### config.mk
export PLATFORM = sky130hd
export DESIGN_NAME = pc_predict_unit
export DESIGN_NICKNAME = d
export VERILOG_FILES = /design/src/rtl/pc_predict_unit.sv
export SDC_FILE = /design/constraint.sdc
export NUM_CORES = 1
export LEC_CHECK = 0
export ABC_CLOCK_PERIOD_IN_PS = 7300
export CORE_AREA = 2 2 273 275
export CTS_CLUSTER_DIAMETER = 50
export CTS_CLUSTER_SIZE = 24
export DETAILED_ROUTE_END_ITERATION = 6
export DIE_AREA = 0 0 275 277
export PLACE_DENSITY = 0.55
export SYNTH_ARGS = -nofsm -noshare
export SYNTH_HDL_FRONTEND = slang
export SYNTH_SLANG_ARGS = --single-unit
### constraint.sdc
create_clock -name clk -period 7.3 [get_ports clk]
set_input_delay 0.73 -clock clk [delete_from_list [all_inputs] [get_ports clk]]
set_output_delay 0.73 -clock clk [all_outputs]
set_load 0.01 [all_outputs]
### src/rtl/pc_predict_unit.sv
// Registered PC prediction unit for the pipelined Y86 core: selects the fetch PC,
// predicts jXX/call as taken and ret through a circular return-address stack.
module pc_predict_unit #(
    parameter int unsigned            ADDR_W    = 64,
    parameter int unsigned            RAS_DEPTH = 8,
    parameter logic [ADDR_W-1:0]      RESET_PC  = '0,
    localparam int unsigned           PTR_W     = $clog2(RAS_DEPTH),
    localparam int unsigned           CNT_W     = PTR_W + 1
) (
    input  logic              clk,
    input  logic              rst,
    input  logic              stall,
    input  logic [3:0]        f_icode,
    input  logic [ADDR_W-1:0] f_valC,
    input  logic [ADDR_W-1:0] f_valP,
    input  logic              m_mispredict,
    input  logic [ADDR_W-1:0] m_valA,
    input  logic              w_ret_redir,
    input  logic [ADDR_W-1:0] w_valM,
    output logic [ADDR_W-1:0] f_pc,
    output logic [ADDR_W-1:0] pred_pc,
    output logic              ret_predicted,
    output logic [CNT_W-1:0]  ras_count,
    output logic              ras_overflow,
    output logic              ras_underflow
);

    localparam logic [3:0]       IC_HALT = 4'h0;
    localparam logic [3:0]       IC_JXX  = 4'h7;
    localparam logic [3:0]       IC_CALL = 4'h8;
    localparam logic [3:0]       IC_RET  = 4'h9;
    localparam logic [CNT_W-1:0] CNT_FULL = CNT_W'(RAS_DEPTH);

    logic [ADDR_W-1:0] ras_mem_r [RAS_DEPTH];
    logic [PTR_W-1:0]  ras_ptr_r;

    logic              redirect_s;
    logic [PTR_W-1:0]  base_ptr_s;
    logic [CNT_W-1:0]  base_cnt_s;
    logic [ADDR_W-1:0] ras_top_s;
    logic [ADDR_W-1:0] next_pred_s;
    logic [PTR_W-1:0]  next_ptr_s;
    logic [CNT_W-1:0]  next_cnt_s;
    logic              push_s;
    logic              set_ovf_s;
    logic              set_unf_s;

    // Fetch PC select; the older W-stage redirect outranks the M-stage one.
    always_comb begin
        redirect_s = w_ret_redir | m_mispredict;
        if (w_ret_redir) begin
            f_pc = w_valM;
        end else if (m_mispredict) begin
            f_pc = m_valA;
        end else begin
            f_pc = pred_pc;
        end
    end

    // A redirect flushes the stack before this cycle's op, so ops see an empty RAS.
    always_comb begin
        base_ptr_s    = redirect_s ? {PTR_W{1'b0}} : ras_ptr_r;
        base_cnt_s    = redirect_s ? {CNT_W{1'b0}} : ras_count;
        ras_top_s     = ras_mem_r[base_ptr_s - PTR_W'(1)];
        ret_predicted = (f_icode == IC_RET) && (base_cnt_s != {CNT_W{1'b0}});
    end

    // Next prediction and next stack state from the fetched icode.
    always_comb begin
        next_pred_s = f_valP;
        next_ptr_s  = base_ptr_s;
        next_cnt_s  = base_cnt_s;
        push_s      = 1'b0;
        set_ovf_s   = 1'b0;
        set_unf_s   = 1'b0;
        case (f_icode)
            IC_HALT: begin
                next_pred_s = f_pc;
            end
            IC_JXX: begin
                next_pred_s = f_valC;
            end
            IC_CALL: begin
                next_pred_s = f_valC;
                push_s      = 1'b1;
                next_ptr_s  = base_ptr_s + PTR_W'(1);
                if (base_cnt_s == CNT_FULL) begin
                    set_ovf_s = 1'b1;
                end else begin
                    next_cnt_s = base_cnt_s + CNT_W'(1);
                end
            end
            IC_RET: begin
                if (ret_predicted) begin
                    next_pred_s = ras_top_s;
                    next_ptr_s  = base_ptr_s - PTR_W'(1);
                    next_cnt_s  = base_cnt_s - CNT_W'(1);
                end else begin
                    set_unf_s = 1'b1;
                end
            end
            default: begin
                next_pred_s = f_valP;
            end
        endcase
    end

    // Prediction register, stack pointer/count and sticky flags.
    always_ff @(posedge clk or posedge rst) begin
        if (rst) begin
            pred_pc       <= RESET_PC;
            ras_ptr_r     <= {PTR_W{1'b0}};
            ras_count     <= {CNT_W{1'b0}};
            ras_overflow  <= 1'b0;
            ras_underflow <= 1'b0;
        end else if (!stall) begin
            pred_pc       <= next_pred_s;
            ras_ptr_r     <= next_ptr_s;
            ras_count     <= next_cnt_s;
            ras_overflow  <= ras_overflow | set_ovf_s;
            ras_underflow <= ras_underflow | set_unf_s;
        end
    end

    // Stack storage; contents need no reset because count gates every read.
    always_ff @(posedge clk) begin
        if (!stall && push_s) begin
            ras_mem_r[base_ptr_s] <= f_valP;
        end
    end

endmodule
# ---- Yosys cells after proc, flatten, opt, wreduce, memory -nomap -nowiden
# Memory sizes are Yosys's and may differ from the RTL's.
# Index checks and enable logic that the tools add are counted.
# W data, S select, Z words.
dict set report classes {
  n_lt_le_gt_ge 0
  addsub 4
  div_mod_pow 0
  eq_ne 4
  mux 18
  multipliers 0
  n_bitwise 3
  n_shift 0
  n_reduce_logical 6
}
# operator count
set op_table {}
lappend op_table {{$mux W64} 3}
lappend op_table {{$pmux W64 S3} 1}
lappend op_table {{$eq A4 B4 Y1 const B} 3}
lappend op_table {{$mux W4} 3}
lappend op_table {{$pmux W4 S2} 1}
lappend op_table {{$mux W1} 7}
lappend op_table {{$mux W3} 2}
lappend op_table {{$pmux W3 S2} 1}
lappend op_table {{$add A4 B1 Y4 const B} 1}
lappend op_table {{$eq A4 B3 Y1 const B} 1}
lappend op_table {{$logic_not A4 Y1} 1}
lappend op_table {{$reduce_bool A4 Y1} 1}
lappend op_table {{$sub A4 B1 Y4 const B} 1}
lappend op_table {{$add A3 B1 Y3 const B} 1}
lappend op_table {{$or A1 B1 Y1} 3}
lappend op_table {{$sub A3 B1 Y3 const B} 1}
lappend op_table {{$logic_and A1 B1 Y1} 2}
lappend op_table {{$reduce_or A2 Y1} 1}
lappend op_table {{$logic_not A1 Y1} 1}
dict set report totals {
  mem_bits_rw 512
  register_bits 73
  wordCells 41
  mem_count 1
  rom_bits 0
  in_bits 265
  latch_bits 0
}
# memory words word_bits rd rd_clocked_by_memory_dff write_ports line_no
set memory_table {}
lappend memory_table {ras_mem_r 8 64 1 0 1 34} ;# logic [ADDR_W-1:0] ras_mem_r [RAS_DEPTH];

# ---- Depth between registers and ports, before layout
dict set report depth {
  ltp_word 7
  mapped_depth 15
  depth_no_buf 9
}

# ---- Least setup slack after synthesis
# Ideal clock, no wire load.
dict set report synth_timing {
  path_kind {input-to-reg}
  startpoint {in m_mispredict}
  endpoint {mem ras_mem_r[3][0] (enable)}
  path_stages 5
  slack_ps 539
  setup_ps 565
  path_buffers 2
  arrival_time_ps 6197
  cell_sequence {buf_1 -> buf_2 -> nor2_1 -> nand2_1 -> nor3_1}
}
dict set report synth_between {
  elab_chain_cells 2
}
# item line_no
set synth_lines {}
lappend synth_lines {{from (decl)} 16} ;# input logic m_mispredict,
lappend synth_lines {{$or A1 B1 Y1} 50} ;# redirect_s = w_ret_redir | m_mispredict;
lappend synth_lines {{$mux W3} 62} ;# base_ptr_s = redirect_s ? {PTR_W{1'b0}} : ras_ptr_r;
lappend synth_lines {{to (decl)} 34}
# Every way passes these cells.

# ---- Final worst setup path
dict set report layout_timing {
  startpoint {in w_ret_redir}
  endpoint {out ret_predicted}
}
dict set report layout_between {
  elab_chain_cells 4
}
# item line_no
set layout_lines {}
lappend layout_lines {{from (decl)} 18} ;# input logic w_ret_redir,
lappend layout_lines {{$or A1 B1 Y1} 50}
lappend layout_lines {{$mux W4} 63} ;# base_cnt_s = redirect_s ? {CNT_W{1'b0}} : ras_count;
lappend layout_lines {{$reduce_bool A4 Y1} 65} ;# ret_predicted = (f_icode == IC_RET) && (base_cnt_s != {CNT_W{1'b0}});
lappend layout_lines {{$logic_and A1 B1 Y1} 65}
lappend layout_lines {{to (decl)} 22} ;# output logic ret_predicted,
# Every way passes these cells.

==> key figures <==
Power
  • Pleak: 10.9 nW
  • Worst VDD drop: 187 uV
  • Power Dens Cells: 231 nW/um2

Cells and area
  • Ratio of cells with drive above 1 in the final layout: 10.5%
  • FILL cells: 6605
  • Finished Layout Cells: 3087
  • Sequential cell area: 17200 um2
  • Fin nets: 2332
  • Area of the multi-input gates: 7580 um2
  • Area grow syn2layout: 27.1%

Global route
  • GRT overflow: 0
  • First-pass GRT wire length: 104000 um
  • Most Used Layer, Global Route: met2
  • M1 GR Usage: 24.6%
  • Met2 usage: 29.7%
  • Largest net degree at the start of global routing: 115
  • Vias in the first global route: 16702
  • GR Util met3: 3.77%
  • Initial antenna violation count: 7
  • Tot GR Track Use: 18.1%

Route
  • Routed WL per cell: 22.6 um
  • DR iter-0 viols: 1099
  • Post-route ant nets: 0
  • DR vias/cell: 5.27
  • DRC: 0
  • Detailed Route WL: 69800 um
  • Pre-antenna DRT Iters: 4
  • Via Count: 16280

Placed design
  • Final Wtd Congestion: 0.809
  • Hpwl dp: 42900 um
  • Port bufs: 399
  • Cells after DPL: 2973

CTS
  • CTS Hold Bufs: 0
  • # Post-CTS Setup Buffers: 0
  • CTS buffer count: 58
  • Clock-pin slew on the worst setup and hold paths: 60 ps
  • Post-cts sizing count: 0
  • CTS Root Cell: clkbuf_16
  • Clk buf depth: 3
  • Sink Count: 585
  • Skew-Pair Late Insertion Delay: 620 ps
  • Clock tree from TritonCTS: built
  • H-Tree Depth: 2

Setup path
  • Critical path class: in2out
  • R2r setup slk: 3550 ps
  • Cell count of the worst reg-to-reg path: 6
  • RR Endpoint: ras_mem_r[7][62]$_DFFE_PP_
  • CP required: 6570 ps
  • Worst path arrival time: 3730 ps
  • Critical path peak fanout: 58
  • Worst Setup Start Kind: primary input
  • CP Capture Type: output port
  • RR Startpoint: ras_ptr_r[0]$_DFFE_PP0N_

STA
  • Slew margin rel.: 32.2%
  • Final setup vio count: 0
  • Final hold viol count: 0
  • TNS Setup: 0 ps
  • Final Critical Period: 4460 ps
  • RSZ-0062 raised after global routing: false
  • Max Slew Vio Count: 0
  • Fin crit share: 61.1%
  • Slew @ Worst Pin: 1010 ps
  • Fmax: 0.224 GHz
  • Clk_skew: 22.8 ps

Yosys
  • Count leader, synth: edfxtp_1
  • Syn_nets: 1972
  • Synth unique cells: 46
  • Sequential area share after synthesis: 67.6%
  • Post-synthesis instance total: 1704
  • Async SR Flop Fraction: 12.5%
  • Area of the mapped netlist: 25400 um2
  • Synth top area cells: edfxtp_1 60%, dfrtp_1 7.2%, mux4_2 5.1%
  • #FFs+latches synth: 585
  • Synth Flop Type: edfxtp_1
  • Share of the synthesized area in the top cell type: 60.5%
  • Mean post-synth cell area: 14.9 um2
  • Top cell type by total area after synthesis: edfxtp_1
  • Post-synth EDFFs: 512
  • Synth top cells by count: 512 x edfxtp_1, 142 x nand2_1, 128 x a211oi_1, 128 x mux2i_1, 128 x nor2b_1
  • YS warnings: 0

Worst hold path
  • Hold worst-path end: ras_underflow$_DFFE_PP0N_
  • Hold Crit Class: reg2reg
  • Hold Path Stages: 1
  • Hold_sp: ras_underflow$_DFFE_PP0N_

Floorplanning
  • Number of I/O pins: 400
  • Die Area: 76200 um2
  • CORE AREA: 73600 um2
  • Die H: 277 um
  • Die width: 275 um
  • Site Rows: 100
  • Initial core utilization: 34.6%

Outcome
  • Status: complete, no violations

Flow run
  • Max-cap viol count: 0
area by class of cell:
| class | count | area share (%) |
|---|---|---|
| inverter | 11 | 0.147 |
| tap | 969 | 3.75 |
| sequential | 585 | 53.2 |
| clock inverter | 45 | 1.53 |
| multi-input combinational | 974 | 23.5 |
| timing repair buffer | 434 | 13.3 |
| antenna | 4 | 0.0310 |
| clock buffer | 65 | 4.60 |
stage by stage:
step                setup WS (ps)  total power, mW  hold slack [ps]  util [%]  instance area (um2)
CTS                          2890             7.54              491      43.9                32300
global placement             2250             4.48              470      41.2                30300
floorplan                     539             4.05              481         -                25400
finish                       2840             7.46              489      43.9                32300
detailed placement           2210             4.49              478      41.2                30300
global route                 2650             7.73              516      43.9                32300
where the power goes:
group	internal [mW]	leakage [nW]	total, mW	switching [mW]
sequential	3.68	5.45	3.73	0.0476
clock	1.64	0.942	3.04	1.40
combinational	0.353	4.54	0.679	0.326
routing by layer:
metal	vias up	share of wire [%]
met5	-	0.023
met4	2	1.6
met3	73	6.4
met2	472	49
met1	8239	43
li1	7494	-
cells by family (layout without fill, tap and decap cells):
logic type | after synthesis | after routing | synth area share [%]
XOR/XNOR | 3 | 3 | 0.177
flip-flops | 585 | 585 | 67.6
AO/OA/AOI/OAI | 414 | 414 | 11.6
AND/OR/NAND/NOR | 362 | 362 | 6.74
buffers and inverters | 145 | 555 | 2.93
multiplexers | 192 | 192 | 10.8
other | 0 | 4 | 0
adder cells (fa/ha/maj) | 3 | 3 | 0.148
worst max-delay path: stages:
cell,delay [ps]
buf_4,280
nor2_1,740
nand2_1,180
ha_1,290
o21ai_1,230
nand2_1,190
inv_2,400
clkdlybuf4s50_1,650
worst max path at each step:
stage                            start                         end  slack, ps  cells past startpoint
after detailed placement  m_mispredict  ras_mem_r[0][30]$_DFFE_PP_       2210                      8
after floorplan           m_mispredict   ras_mem_r[3][0]$_DFFE_PP_        540                      5
after global routing       w_ret_redir  ras_mem_r[0][30]$_DFFE_PP_       2650                      8
after global placement    m_mispredict  ras_mem_r[0][33]$_DFFE_PP_       2250                      8
after CTS                  w_ret_redir               ret_predicted       2890                      8
final                      w_ret_redir               ret_predicted       2840                      8
sequential cells by signal, indices dropped and copies added (netlist names):
register and cells:
pred_pc 64, ras_count 4, ras_mem_r 512, ras_overflow 1, ras_ptr_r 3, ras_underflow 1
layout by cell type, fill, tap and decap left out, types with 7 or more instances in the layout:
master,n
a211oi_1,128
inv_6,7
mux4_2,58
nor2b_1,128
clkdlybuf4s50_1,396
nor2_1,72
clkinv_4,9
clkinvlp_4,9
mux2i_1,128
edfxtp_1,512
a221oi_1,64
nand2_1,142
buf_4,35
inv_8,7
dfrtp_1,73
a31oi_1,66
o211ai_1,64
clkbuf_16,58
o21ai_0,66
Note: power is estimated with default switching activity, not from simulation.
